**src/rtl/hazard_ctrl_if.sv**
```systemverilog
// Hazard-unit bundle: pipeline-stage register addresses and hazard events in,
// stall/flush/forward controls out.
interface hazard_ctrl_if #(
   parameter int ADDR_W = 4
);
   logic [ADDR_W-1:0] RA1D, RA2D, RA1E, RA2E;
   logic [ADDR_W-1:0] WA3E, WA3M, WA3W;
   logic              RegWriteM, RegWriteW;
   logic              MemtoRegE, MulStartE, BranchTakenE;
   logic              PCWrPendingF, PCSrcW;
   logic [1:0]        ForwardAE, ForwardBE;
   logic              StallF, StallD, StallE;
   logic              FlushD, FlushE, FlushM;
   logic              MulBusy, MulDone;

   modport master (
      output RA1D, RA2D, RA1E, RA2E, WA3E, WA3M, WA3W,
      output RegWriteM, RegWriteW, MemtoRegE, MulStartE, BranchTakenE,
      output PCWrPendingF, PCSrcW,
      input  ForwardAE, ForwardBE, StallF, StallD, StallE,
      input  FlushD, FlushE, FlushM, MulBusy, MulDone
   );

   modport slave (
      input  RA1D, RA2D, RA1E, RA2E, WA3E, WA3M, WA3W,
      input  RegWriteM, RegWriteW, MemtoRegE, MulStartE, BranchTakenE,
      input  PCWrPendingF, PCSrcW,
      output ForwardAE, ForwardBE, StallF, StallD, StallE,
      output FlushD, FlushE, FlushM, MulBusy, MulDone
   );
endinterface

```
**src/rtl/hazard_ctrl.sv**
```systemverilog
// Hazard unit for the 5-stage core: forwarding selects, stage stalls/flushes, and an
// FSM that holds a multi-cycle multiply in Execute for MUL_LAT cycles.
module hazard_ctrl #(
   parameter int MUL_LAT = 4
) (
   input logic          clk,
   input logic          reset,
   hazard_ctrl_if.slave hz
);
   localparam int CNT_W = $clog2(MUL_LAT) + 1;
   localparam logic [CNT_W-1:0] CNT_INIT = (MUL_LAT > 1) ? CNT_W'(MUL_LAT - 2) : '0;

   typedef enum logic {StIdle, StBusy} state_e;

   state_e           r_state, w_state_nxt;
   logic [CNT_W-1:0] r_cnt, w_cnt_nxt;
   logic             w_mul_stall, w_mul_done, w_ldr_stall, w_run;
   logic [1:0]       w_fwd_a, w_fwd_b;

   always_ff @(posedge clk or posedge reset) begin
      if (reset) begin
         r_state <= StIdle;
         r_cnt   <= '0;
      end else begin
         r_state <= w_state_nxt;
         r_cnt   <= w_cnt_nxt;
      end
   end

   // MulStartE is ignored in StBusy: the same multiply is still held in E.
   always_comb begin
      w_state_nxt = r_state;
      w_cnt_nxt   = r_cnt;
      unique case (r_state)
         StIdle: begin
            if (hz.MulStartE && (MUL_LAT > 1)) begin
               w_state_nxt = StBusy;
               w_cnt_nxt   = CNT_INIT;
            end
         end
         StBusy: begin
            if (r_cnt != '0) begin
               w_cnt_nxt = r_cnt - CNT_W'(1);
            end else begin
               w_state_nxt = StIdle;
            end
         end
         default: w_state_nxt = StIdle;
      endcase
   end

   always_comb begin
      w_mul_stall = 1'b0;
      w_mul_done  = 1'b0;
      unique case (r_state)
         StIdle: begin
            if (hz.MulStartE) begin
               if (MUL_LAT == 1) w_mul_done  = 1'b1;
               else              w_mul_stall = 1'b1;
            end
         end
         StBusy: begin
            if (r_cnt != '0) w_mul_stall = 1'b1;
            else             w_mul_done  = 1'b1;
         end
         default: ;
      endcase
   end

   always_comb begin
      w_fwd_a = 2'b00;
      if (hz.RegWriteM && (hz.RA1E == hz.WA3M))      w_fwd_a = 2'b10;
      else if (hz.RegWriteW && (hz.RA1E == hz.WA3W)) w_fwd_a = 2'b01;
      w_fwd_b = 2'b00;
      if (hz.RegWriteM && (hz.RA2E == hz.WA3M))      w_fwd_b = 2'b10;
      else if (hz.RegWriteW && (hz.RA2E == hz.WA3W)) w_fwd_b = 2'b01;
   end

   assign w_ldr_stall = hz.MemtoRegE && ((hz.RA1D == hz.WA3E) || (hz.RA2D == hz.WA3E));

   // Every combinational output is forced low while reset is held.
   assign w_run = ~reset;

   assign hz.ForwardAE = w_run ? w_fwd_a : 2'b00;
   assign hz.ForwardBE = w_run ? w_fwd_b : 2'b00;
   assign hz.StallE    = w_run & w_mul_stall;
   assign hz.StallF    = w_run & (w_ldr_stall | w_mul_stall | hz.PCWrPendingF);
   assign hz.StallD    = w_run & (w_ldr_stall | w_mul_stall | hz.PCWrPendingF);
   assign hz.FlushM    = w_run & w_mul_stall;
   assign hz.FlushD    = w_run & (hz.PCWrPendingF | hz.PCSrcW | hz.BranchTakenE);
   assign hz.FlushE    = w_run & (w_ldr_stall | hz.BranchTakenE) & ~w_mul_stall;
   assign hz.MulBusy   = (r_state == StBusy);
   assign hz.MulDone   = w_run & w_mul_done;
endmodule

```
**src/flat_wrapper.sv**
```systemverilog
// flat-port wrapper written by rule: the top's interface ports become plain ports
module hazard_ctrl_flat 
#(
   parameter int MUL_LAT = 4
)
  (clk, reset, hz_RA1D, hz_RA2D, hz_RA1E, hz_RA2E, hz_WA3E, hz_WA3M, hz_WA3W, hz_RegWriteM, hz_RegWriteW, hz_MemtoRegE, hz_MulStartE, hz_BranchTakenE, hz_PCWrPendingF, hz_PCSrcW, hz_ForwardAE, hz_ForwardBE, hz_StallF, hz_StallD, hz_StallE, hz_FlushD, hz_FlushE, hz_FlushM, hz_MulBusy, hz_MulDone);
  hazard_ctrl_if #(.ADDR_W(4)) hz_i ();
  input logic clk;
  input logic reset;
  input wire logic [$bits(hz_i.RA1D)-1:0] hz_RA1D;
  input wire logic [$bits(hz_i.RA2D)-1:0] hz_RA2D;
  input wire logic [$bits(hz_i.RA1E)-1:0] hz_RA1E;
  input wire logic [$bits(hz_i.RA2E)-1:0] hz_RA2E;
  input wire logic [$bits(hz_i.WA3E)-1:0] hz_WA3E;
  input wire logic [$bits(hz_i.WA3M)-1:0] hz_WA3M;
  input wire logic [$bits(hz_i.WA3W)-1:0] hz_WA3W;
  input wire logic [$bits(hz_i.RegWriteM)-1:0] hz_RegWriteM;
  input wire logic [$bits(hz_i.RegWriteW)-1:0] hz_RegWriteW;
  input wire logic [$bits(hz_i.MemtoRegE)-1:0] hz_MemtoRegE;
  input wire logic [$bits(hz_i.MulStartE)-1:0] hz_MulStartE;
  input wire logic [$bits(hz_i.BranchTakenE)-1:0] hz_BranchTakenE;
  input wire logic [$bits(hz_i.PCWrPendingF)-1:0] hz_PCWrPendingF;
  input wire logic [$bits(hz_i.PCSrcW)-1:0] hz_PCSrcW;
  output wire logic [$bits(hz_i.ForwardAE)-1:0] hz_ForwardAE;
  output wire logic [$bits(hz_i.ForwardBE)-1:0] hz_ForwardBE;
  output wire logic [$bits(hz_i.StallF)-1:0] hz_StallF;
  output wire logic [$bits(hz_i.StallD)-1:0] hz_StallD;
  output wire logic [$bits(hz_i.StallE)-1:0] hz_StallE;
  output wire logic [$bits(hz_i.FlushD)-1:0] hz_FlushD;
  output wire logic [$bits(hz_i.FlushE)-1:0] hz_FlushE;
  output wire logic [$bits(hz_i.FlushM)-1:0] hz_FlushM;
  output wire logic [$bits(hz_i.MulBusy)-1:0] hz_MulBusy;
  output wire logic [$bits(hz_i.MulDone)-1:0] hz_MulDone;
  assign hz_i.RA1D = hz_RA1D;
  assign hz_i.RA2D = hz_RA2D;
  assign hz_i.RA1E = hz_RA1E;
  assign hz_i.RA2E = hz_RA2E;
  assign hz_i.WA3E = hz_WA3E;
  assign hz_i.WA3M = hz_WA3M;
  assign hz_i.WA3W = hz_WA3W;
  assign hz_i.RegWriteM = hz_RegWriteM;
  assign hz_i.RegWriteW = hz_RegWriteW;
  assign hz_i.MemtoRegE = hz_MemtoRegE;
  assign hz_i.MulStartE = hz_MulStartE;
  assign hz_i.BranchTakenE = hz_BranchTakenE;
  assign hz_i.PCWrPendingF = hz_PCWrPendingF;
  assign hz_i.PCSrcW = hz_PCSrcW;
  assign hz_ForwardAE = hz_i.ForwardAE;
  assign hz_ForwardBE = hz_i.ForwardBE;
  assign hz_StallF = hz_i.StallF;
  assign hz_StallD = hz_i.StallD;
  assign hz_StallE = hz_i.StallE;
  assign hz_FlushD = hz_i.FlushD;
  assign hz_FlushE = hz_i.FlushE;
  assign hz_FlushM = hz_i.FlushM;
  assign hz_MulBusy = hz_i.MulBusy;
  assign hz_MulDone = hz_i.MulDone;
  hazard_ctrl #(.MUL_LAT(MUL_LAT)) u_core (.clk(clk), .reset(reset), .hz(hz_i));
endmodule
```
**config.mk**
```make
export PLATFORM = sky130hd
export DESIGN_NAME = hazard_ctrl_flat
export DESIGN_NICKNAME = d
export VERILOG_FILES = /design/src/rtl/hazard_ctrl_if.sv /design/src/rtl/hazard_ctrl.sv /design/src/flat_wrapper.sv
export SDC_FILE = /design/constraint.sdc
export NUM_CORES = 1
export LEC_CHECK = 0
export ABC_AREA = 1
export CORE_MARGIN = 2
export CORE_UTILIZATION = 35
export CTS_CLUSTER_SIZE = 12
export DETAILED_ROUTE_END_ITERATION = 10
export PLACE_DENSITY = 0.79
export SLEW_MARGIN = 40
export SYNTH_ARGS = -nofsm -noshare
export SYNTH_HDL_FRONTEND = slang
export SYNTH_SLANG_ARGS = --single-unit
```
**constraint.sdc**
```tcl
create_clock -name clk -period 1.5 [get_ports clk]
set_input_delay 0.3 -clock clk [delete_from_list [all_inputs] [get_ports clk]]
set_output_delay 0.3 -clock clk [all_outputs]
set_load 0.02 [all_outputs]
```
---- After elaboration in Yosys (flattened, before gate mapping) ----
Index checks and enable logic that the tools add are counted.
operators by class
  equality and inequality tests ........... 8
  muxes and demuxes ....................... 14
  div/mod/pow operators ................... 0
  multiply operators ...................... 0
  add/subtract/negate cells ............... 1
  bitwise operators ....................... 14
  shift operators ......................... 0
  magnitude comparators ................... 0
  reduce and logical (&&, ||, !) cells .... 8
operator list
  cell                                                                 number
  4-bit == test                                                        6
  2-bit 2-to-1 mux                                                     4
  1-bit AND                                                            6
  1-bit 2-to-1 mux                                                     6
  3-bit 2-to-1 mux                                                     2
  3-bit one-hot mux with 2 select lines                                1
  1-bit logical AND                                                    5
  1-bit bitwise OR                                                     5
  2-bit != test (second input constant)                                2
  1-bit inverter                                                       3
  3-bit nonzero test                                                   1
  3-bit by 1-bit subtractor with 3-bit output (second input constant)  1
  1-bit one-hot mux with 2 select lines                                1
  2-bit AND reduction                                                  1
  1-bit logical OR                                                     1
word-level totals
  memories ................................ 0
  memory bits (read-only) ................. 0
  logic and storage cells ................. 47
  flip-flop bits (word level) ............. 4
  bits in latches ......................... 0
  memory bits (writable) .................. 0
  input port bits ......................... 37
  output and inout bits ................... 12

---- Logic depth before layout (Yosys ltp) ----
Gate-level depths: netlist of run 1.
  depth after elaboration ................. 6
  depth in mapped cells ................... 9

---- Worst setup path before layout of run 1 ----
OpenSTA, ideal clock, no wires.
  kind .................................... flip-flop to output port
  start ................................... register u_core.r_cnt[0]
  end ..................................... output port hz_StallE
  stages on the path, launching flop included .. 9
  arrival time ............................ 1396 ps
  data required time ...................... 1200 ps
  buffers on the path ..................... 1
  setup slack ............................. -196 ps
  cell sequence ........................... dfrtp_1 -> inv_1 -> ha_1 -> nand3_1 -> inv_2 -> nor2_4 -> inv_2 -> nor2_1 -> buf_4
on the way
  word-level cells in the longest chain between the ends .. 4
ends and longest elaborated chain
  what                                   line                RTL
  from (decl)                            hazard_ctrl.sv:16   logic [CNT_W-1:0] r_cnt, w_cnt_nxt;
  from (signal assigned)                 hazard_ctrl.sv:26   r_cnt <= w_cnt_nxt;
  3-bit nonzero test                     hazard_ctrl.sv:63   if (r_cnt != '0) w_mul_stall = 1'b1;
  1-bit 2-to-1 mux                       hazard_ctrl.sv:63
  1-bit one-hot mux with 2 select lines  hazard_ctrl.sv:55   unique case (r_state)
  via u_core.w_mul_stall                 hazard_ctrl.sv:17   logic w_mul_stall, w_mul_done, w_ldr_stall, w_run;
  1-bit AND                              --
  to (decl)                              flat_wrapper.sv:28  output wire logic [$bits(hz_i.StallE)-1:0] hz_StallE;
The timed path passes the listed nets, and every way through them passes these cells.

---- Worst setup path in the final report of run 1 ----
  start ................................... register u_core.r_cnt[0]
  end ..................................... output port hz_FlushE
on the way
  word-level cells in the longest chain between the ends .. 5
ends and longest elaborated chain
  what                                   line                RTL
  3-bit nonzero test                     hazard_ctrl.sv:63
  1-bit 2-to-1 mux                       hazard_ctrl.sv:63
  1-bit one-hot mux with 2 select lines  hazard_ctrl.sv:55
  via u_core.w_mul_stall                 hazard_ctrl.sv:17
  1-bit inverter                         hazard_ctrl.sv:91   assign hz.FlushE = w_run & (w_ldr_stall | hz.BranchTakenE) & ~w_mul_stall;
  1-bit AND                              hazard_ctrl.sv:91
  to (decl)                              flat_wrapper.sv:30  output wire logic [$bits(hz_i.FlushE)-1:0] hz_FlushE;
The timed path passes the listed nets, and every way through them passes these cells.

==> results.json, run 1 <==
{
  "leakagePower_uw": 0.000786,
  "drv_cap": 0,
  "failed_checks": "negative setup slack",
  "fin_area_mm2": 0.00138,
  "tns_ns": -1.33,
  "dp_hpwl_mm": 1.90,
  "antennaDiodeCount": 0,
  "vias": 1008,
  "timing.rr.end": "u_core.r_cnt[1]",
  "wl_mm": 2.39,
  "fmax_mhz": 577,
  "drv_slew": 0,
  "grt_use_total_pct": 20.4,
  "worst_ep_required_time_ns": 1.20,
  "antenna_found_initial": 0,
  "fp.dieArea_mm2": 0.00243,
  "cts_tree": "done",
  "p_total_uw": 1310,
  "routed_via_density": 4.50,
  "ir_drop_uv": 620,
  "die_w_um": 49.3,
  "hold_viol_final": 0,
  "grt-ovfl-total": 0,
  "mappedNetlistArea_um2": 717,
  "wl_per_cell_um": 10.7,
  "reg2reg_slack_ns": 0.09,
  "min_period_ns": 1.73,
  "finish.utilization_pct": 71.0,
  "fin_skew_ns": 0.00198,
  "clock_latency_ns": 0.26,
  "synth_warnings": 0,
  "start_util_pct": 36.9,
  "cts_sinks": 4,
  "r2r_start": "u_core.r_cnt[0]",
  "h-tree-depth": 1,
  "finalCritPeriodShare_pct": 116,
  "clockRootBuffer": "clkbuf_4",
  "drc_errors": 0,
  "area_delta_synth_final_pct": 92.3,
  "pre_cts_ws_ns": -0.838,
  "rr_worst_depth": 9,
  "worstSetupPathType": "register to primary output",
  "synthFlopType": "dfrtp_1",
  "endpoint_kind": "primary output",
  "cp_max_fo": 4,
  "outcome": "finished, violations left",
  "holdCritPathClass": "input pin to async pin",
  "slew_headroom_pct": 86.0,
  "yosysSeqAreaShare_pct": 14.0,
  "rows": 16,
  "grt_pass1_wl_mm": 3.86,
  "layout-drive-gt1-share_pct": 33.5,
  "drt_first_iter_violations": 5,
  "synthTopCellsByArea": "nand2_1 23%, dfrtp_1 14%, inv_1 14%",
  "grt_setup_unrepaired": "true",
  "path_clk_slew_ns": 0.05,
  "arrival_ns": 1.43,
  "post_dp_cell_area_mm2": 0.00127,
  "nFillCells": 195,
  "synth-seq-cells": 4,
  "io_pins": 49,
  "synth_largest_area_cell": "nand2_1",
  "port_buffers": 48,
  "synth.avg_cell_area_um2": 5.35,
  "setup_ws_ns": -0.233,
  "coreArea_mm2": 0.00194,
  "gp_congestion": 0.844,
  "grt_pass1_vias": 988,
  "numCtsBuffers": 3,
  "startpoint_type": "register",
  "tightest_slew_ns": 0.211,
  "netlist_instances": 134,
  "setup_viol": 6,
  "first_pass_iters": 3,
  "netlist.area_leader.share_pct": 22.5,
  "syn_nets": 173,
  "ant_nets": 0,
  "final_nets": 237,
  "p_per_area_mw_per_mm2": 950,
  "cts_buffer_depth": 2,
  "synthArstFlopShare_pct": 100,
  "synth_enable_flop_cells": 0,
  "die_height_um": 49.3,
  "ys_types": 21,
  "grt_max_degree": 8
}
critical path, cell delays in order, from the launching register on:
cell	delay (ns)
dfrtp_1	0.36
inv_2	0.09
ha_4	0.14
nand3_4	0.07
inv_4	0.07
nor2_4	0.05
inv_2	0.10
nand2_2	0.05
a21oi_2	0.10
buf_4	0.15
worst max-delay path by stage:
stage | from | endpoint | slack, ns
6_report | u_core.r_cnt[0] | hz_FlushE | -0.23
4_1_cts | u_core.r_cnt[0] | hz_FlushE | -0.23
3_5_place_dp | hz_WA3E[1] | hz_StallF | -0.84
2_1_floorplan | u_core.r_cnt[0] | hz_StallF | -0.08
3_3_place_gp | hz_WA3E[0] | hz_StallF | -0.79
5_1_grt | u_core.r_cnt[0] | hz_StallF | -0.30
layout by cell type, fill, tap and decap left out, types with 4 or more instances in the layout:
| master | count |
|---|---|
| nand2_1 | 42 |
| inv_1 | 19 |
| dlygate4sd2_1 | 18 |
| buf_4 | 18 |
| nor2_1 | 14 |
| inv_2 | 12 |
| buf_6 | 8 |
| clkdlybuf4s15_1 | 6 |
| nor2_4 | 5 |
| a21oi_1 | 4 |
| clkdlybuf4s50_1 | 4 |
| clkbuf_2 | 4 |
layer usage:
| layer | wire (um) | vias up | global-route usage, % |
|---|---|---|---|
| li1 | - | 523 | - |
| met1 | 784 | 456 | 18.7 |
| met2 | 1470 | 23 | 42.3 |
| met3 | 70 | 6 | 1.23 |
| met4 | 68 | 0 | 11.9 |
| met5 | 0 | - | 0 |
flip-flops by register name, indices dropped and copies added, names as in the netlist:
register,flops
u_core.hz.MulBusy,1
u_core.r_cnt,3
area by class of cell:
class	count	area [um2]	area share, %
sequential	4	101	7.35
timing repair buffer	62	548	39.7
multi-input combinational	95	547	39.7
inverter	32	123	8.89
tap	27	33.8	2.45
clock buffer	4	26.3	1.91
what timing repair did:
| item | CTS | global route |
|---|---|---|
| endpoints found under the setup margin | 12 | 11 |
| hold buffers | 0 | 0 |
| pin swaps | 15 | 12 |
| resized for setup | 112 | 31 |
| setup buffers | 3 | 6 |
report_power, final:
| part | switching [uW] | internal (uW) |
|---|---|---|
| Clock | 66.2 | 101 |
| Combinational | 466 | 476 |
| Sequential | 36.7 | 163 |
through the flow:
step,cells,hold slack (ns)
after floorplan,134,0.204
after global placement,212,0.551
after detailed placement,212,0.573
after CTS,219,0.379
after global routing,224,0.428
final,224,0.388
synth_stat cells, drive strengths merged, types with 3 or more instances:
cell type,instances
a21oi,7
buf,3
dfrtp,4
inv,32
nand2,44
nand3,3
nand4,3
nor2,21
or2,3
xnor2,3
xor2,4
cells by family (layout without fill, tap and decap cells):
| group | after synthesis | count (layout) | synth area share [%] |
|---|---|---|---|
| AOI/OAI and AO/OA | 10 | 10 | 8.38 |
| xor gates and xnor gates | 7 | 7 | 8.55 |
| adders and majority gates | 2 | 2 | 3.49 |
| buffers and inverters | 35 | 98 | 20.4 |
| DFF | 4 | 4 | 14.0 |
| and+or+nand+nor | 76 | 76 | 45.2 |
Note: power is estimated with default switching activity, not from simulation.
==> run 2: changes to the inputs <==
- CORE_MARGIN: 2 -> 3
- GPL_TIMING_DRIVEN: unset -> 0
==> run 2 against run 1 <==
Compared with the run above:
- the run still ends with negative setup slack left
- first-iteration DRC count rose to 3.0 times the previous value
- worst hold slack better by 0.18 ns
- non-clock buffer count down 3
- cell count down 2.2%
- fmax down 4.0%
- sequential cell count unchanged
- critical path depth unchanged
- clock power down 9%
- register-to-register slack better by 0.10 ns
- total power down 13%
- critical path type unchanged
- global-route usage down 2.3 points
- die area up 8.3%
==> results.json, run 2 (same netlist as run 1, synthesis figures left out) <==
{
  "leakagePower_uw": 0.000747,
  "arrival_ns": 1.51,
  "cpMostUsedCell": "inv_2",
  "fp.dieArea_mm2": 0.00263,
  "clock_latency_ns": 0.24,
  "h-tree-depth": 1,
  "min_period_ns": 1.81,
  "slew_headroom_pct": 83.7,
  "mostFrequentLayoutCells": "42 x nand2_1, 21 x inv_1, 17 x buf_4",
  "startpoint_type": "register",
  "failed_checks": "negative setup slack",
  "antennaDiodeCount": 0,
  "grt-ovfl-total": 0,
  "layout-drive-gt1-share_pct": 32.5,
  "clockRootBuffer": "clkbuf_4",
  "p_per_area_mw_per_mm2": 885,
  "grt_pass1_wl_mm": 3.67,
  "regMostFlops": "u_core.r_cnt",
  "vias": 982,
  "multiInputGateArea_um2": 520,
  "gp_congestion": 0.823,
  "nFillCells": 188,
  "rows": 15,
  "drv_cap": 0,
  "drc_errors": 0,
  "cts_sinks": 4,
  "routed_via_density": 4.48,
  "post_dp_cell_area_mm2": 0.00124,
  "drt_first_iter_violations": 15,
  "path_clk_slew_ns": 0.04,
  "wl_mm": 2.36,
  "grt_max_degree": 9,
  "outcome": "finished, violations left",
  "largest_reg_flops": 3,
  "area_delta_synth_final_pct": 80.5,
  "fmax_mhz": 554,
  "grt_setup_unrepaired": "true",
  "ant_nets": 0,
  "regArea_um2": 101,
  "critical_path.max_stage_delay_ns": 0.34,
  "tightest_slew_ns": 0.244,
  "worstSetupPathType": "register to primary output",
  "finalCritPeriodShare_pct": 120,
  "io_pins": 49,
  "antenna_found_initial": 0,
  "first_pass_iters": 4,
  "final_nets": 234,
  "coreArea_mm2": 0.00182,
  "grt_use_total_pct": 18.1,
  "port_buffers": 47,
  "ir_drop_uv": 598,
  "cts_tree": "done",
  "worst_ep_required_time_ns": 1.20,
  "die_height_um": 51.3,
  "hold_viol_final": 0,
  "reg2reg_slack_ns": 0.19,
  "crit_path_top_delay_cell": "dfrtp_1",
  "grt_pass1_vias": 949,
  "fin_skew_ns": 0.00744,
  "crit_chain": "inv_2, ha_4, nand3_2, inv_2, nor2_4, nor2_2, a21oi_2, buf_4, buf_6",
  "fin_area_mm2": 0.00129,
  "dp_hpwl_mm": 1.89,
  "numCtsBuffers": 3,
  "cp_max_fo": 4,
  "holdCritPathClass": "register to register",
  "endpoint_kind": "primary output",
  "finish.utilization_pct": 71.1,
  "final_common_cell": "nand2_1",
  "setup_ws_ns": -0.306,
  "start_util_pct": 39.4,
  "wl_per_cell_um": 10.8,
  "drv_slew": 0,
  "die_w_um": 51.3,
  "cts_buffer_depth": 2,
  "setup_viol": 6
}
==> run 2: cell count changes in the layout (fill, tap and decap cells not counted), moves of 2 or more <==
cell,change
buf_6,-3
clkdlybuf4s50_1,+2
dlygate4sd2_1,-2
dlymetal6s2s_1,-2
nor2_1,+2
inv_1,+2
clkbuf_2,+2
nor2_4,-3
clkdlybuf4s15_1,-2
buf_2,+2
==> run 2: final cells by class <==
class / instances / share of cell area (%)
Multi-Input combinational cell: 95 / 40.2
Timing Repair Buffer: 56 / 36.2
Inverter: 32 / 9.28
Sequential cell: 4 / 7.83
Tap cell: 25 / 2.42
Clock buffer: 4 / 2.03
Buffer: 3 / 2.03
==> run 2: worst max-delay path, delay by kind of cell, from the launching register on <==
family / cells / cell delay [ns]
flip-flops: 1 / 0.34
buffers and inverters: 4 / 0.33
AND/OR/NAND/NOR: 3 / 0.28
AO/OA/AOI/OAI: 1 / 0.16
adder cells (fa/ha/maj): 1 / 0.15
==> run 2: power by group <==
part	internal, uW	switching (uW)	total, uW	leakage (uW)
combinational	394	403	797	0.000687
clock	100	51.8	152	0.0000150
sequential	164	32.0	196	0.0000450
total	658	487	1140	0.000747
==> run 2: worst paths after layout <==
path | cells after the start | from | to
max | 9 | u_core.r_cnt[1] | hz_StallF
min | 2 | u_core.r_cnt[2] | u_core.r_cnt[2]
max reg2reg | 9 | u_core.r_cnt[1] | u_core.r_cnt[2]
min reg2reg | 2 | u_core.r_cnt[2] | u_core.r_cnt[2]
max in group asynchronous | 3 | reset | u_core.hz.MulBusy
min in group asynchronous | 3 | reset | u_core.r_cnt[1]
==> run 2: what timing repair did <==
action,in CTS,in global routing
endpoints found under the hold margin,4,0
hold buffers,1,0
buffers inserted,4,4
endpoints found under the setup margin,12,11
pin swaps,18,19
gates resized for setup,105,27
==> run 2: metrics by stage <==
stage               setup WS [ns]  std cells  power [uW]  setup TNS, ns  hold WS [ns]
floorplan                 -0.0841        134         604        -0.0934         0.204
global placement           -0.917        206         850          -7.08         0.227
detailed placement         -0.936        206         882          -7.31         0.239
CTS                        -0.277        215        1070          -1.17         0.559
global route               -0.404        219        1240          -2.07         0.581
finish                     -0.306        219        1140          -1.45         0.565
==> run 2: metal layers <==
layer / share of wire, % / wire length (um) / global-route usage [%] / up-vias
met3: 4.4 / 104 / 1.75 / 2
met5: 0 / 0 / 0 / -
li1: - / - / - / 514
met4: 0.34 / 8 / 7.42 / 0
met1: 39 / 916 / 19.5 / 440
met2: 56 / 1330 / 35.2 / 26
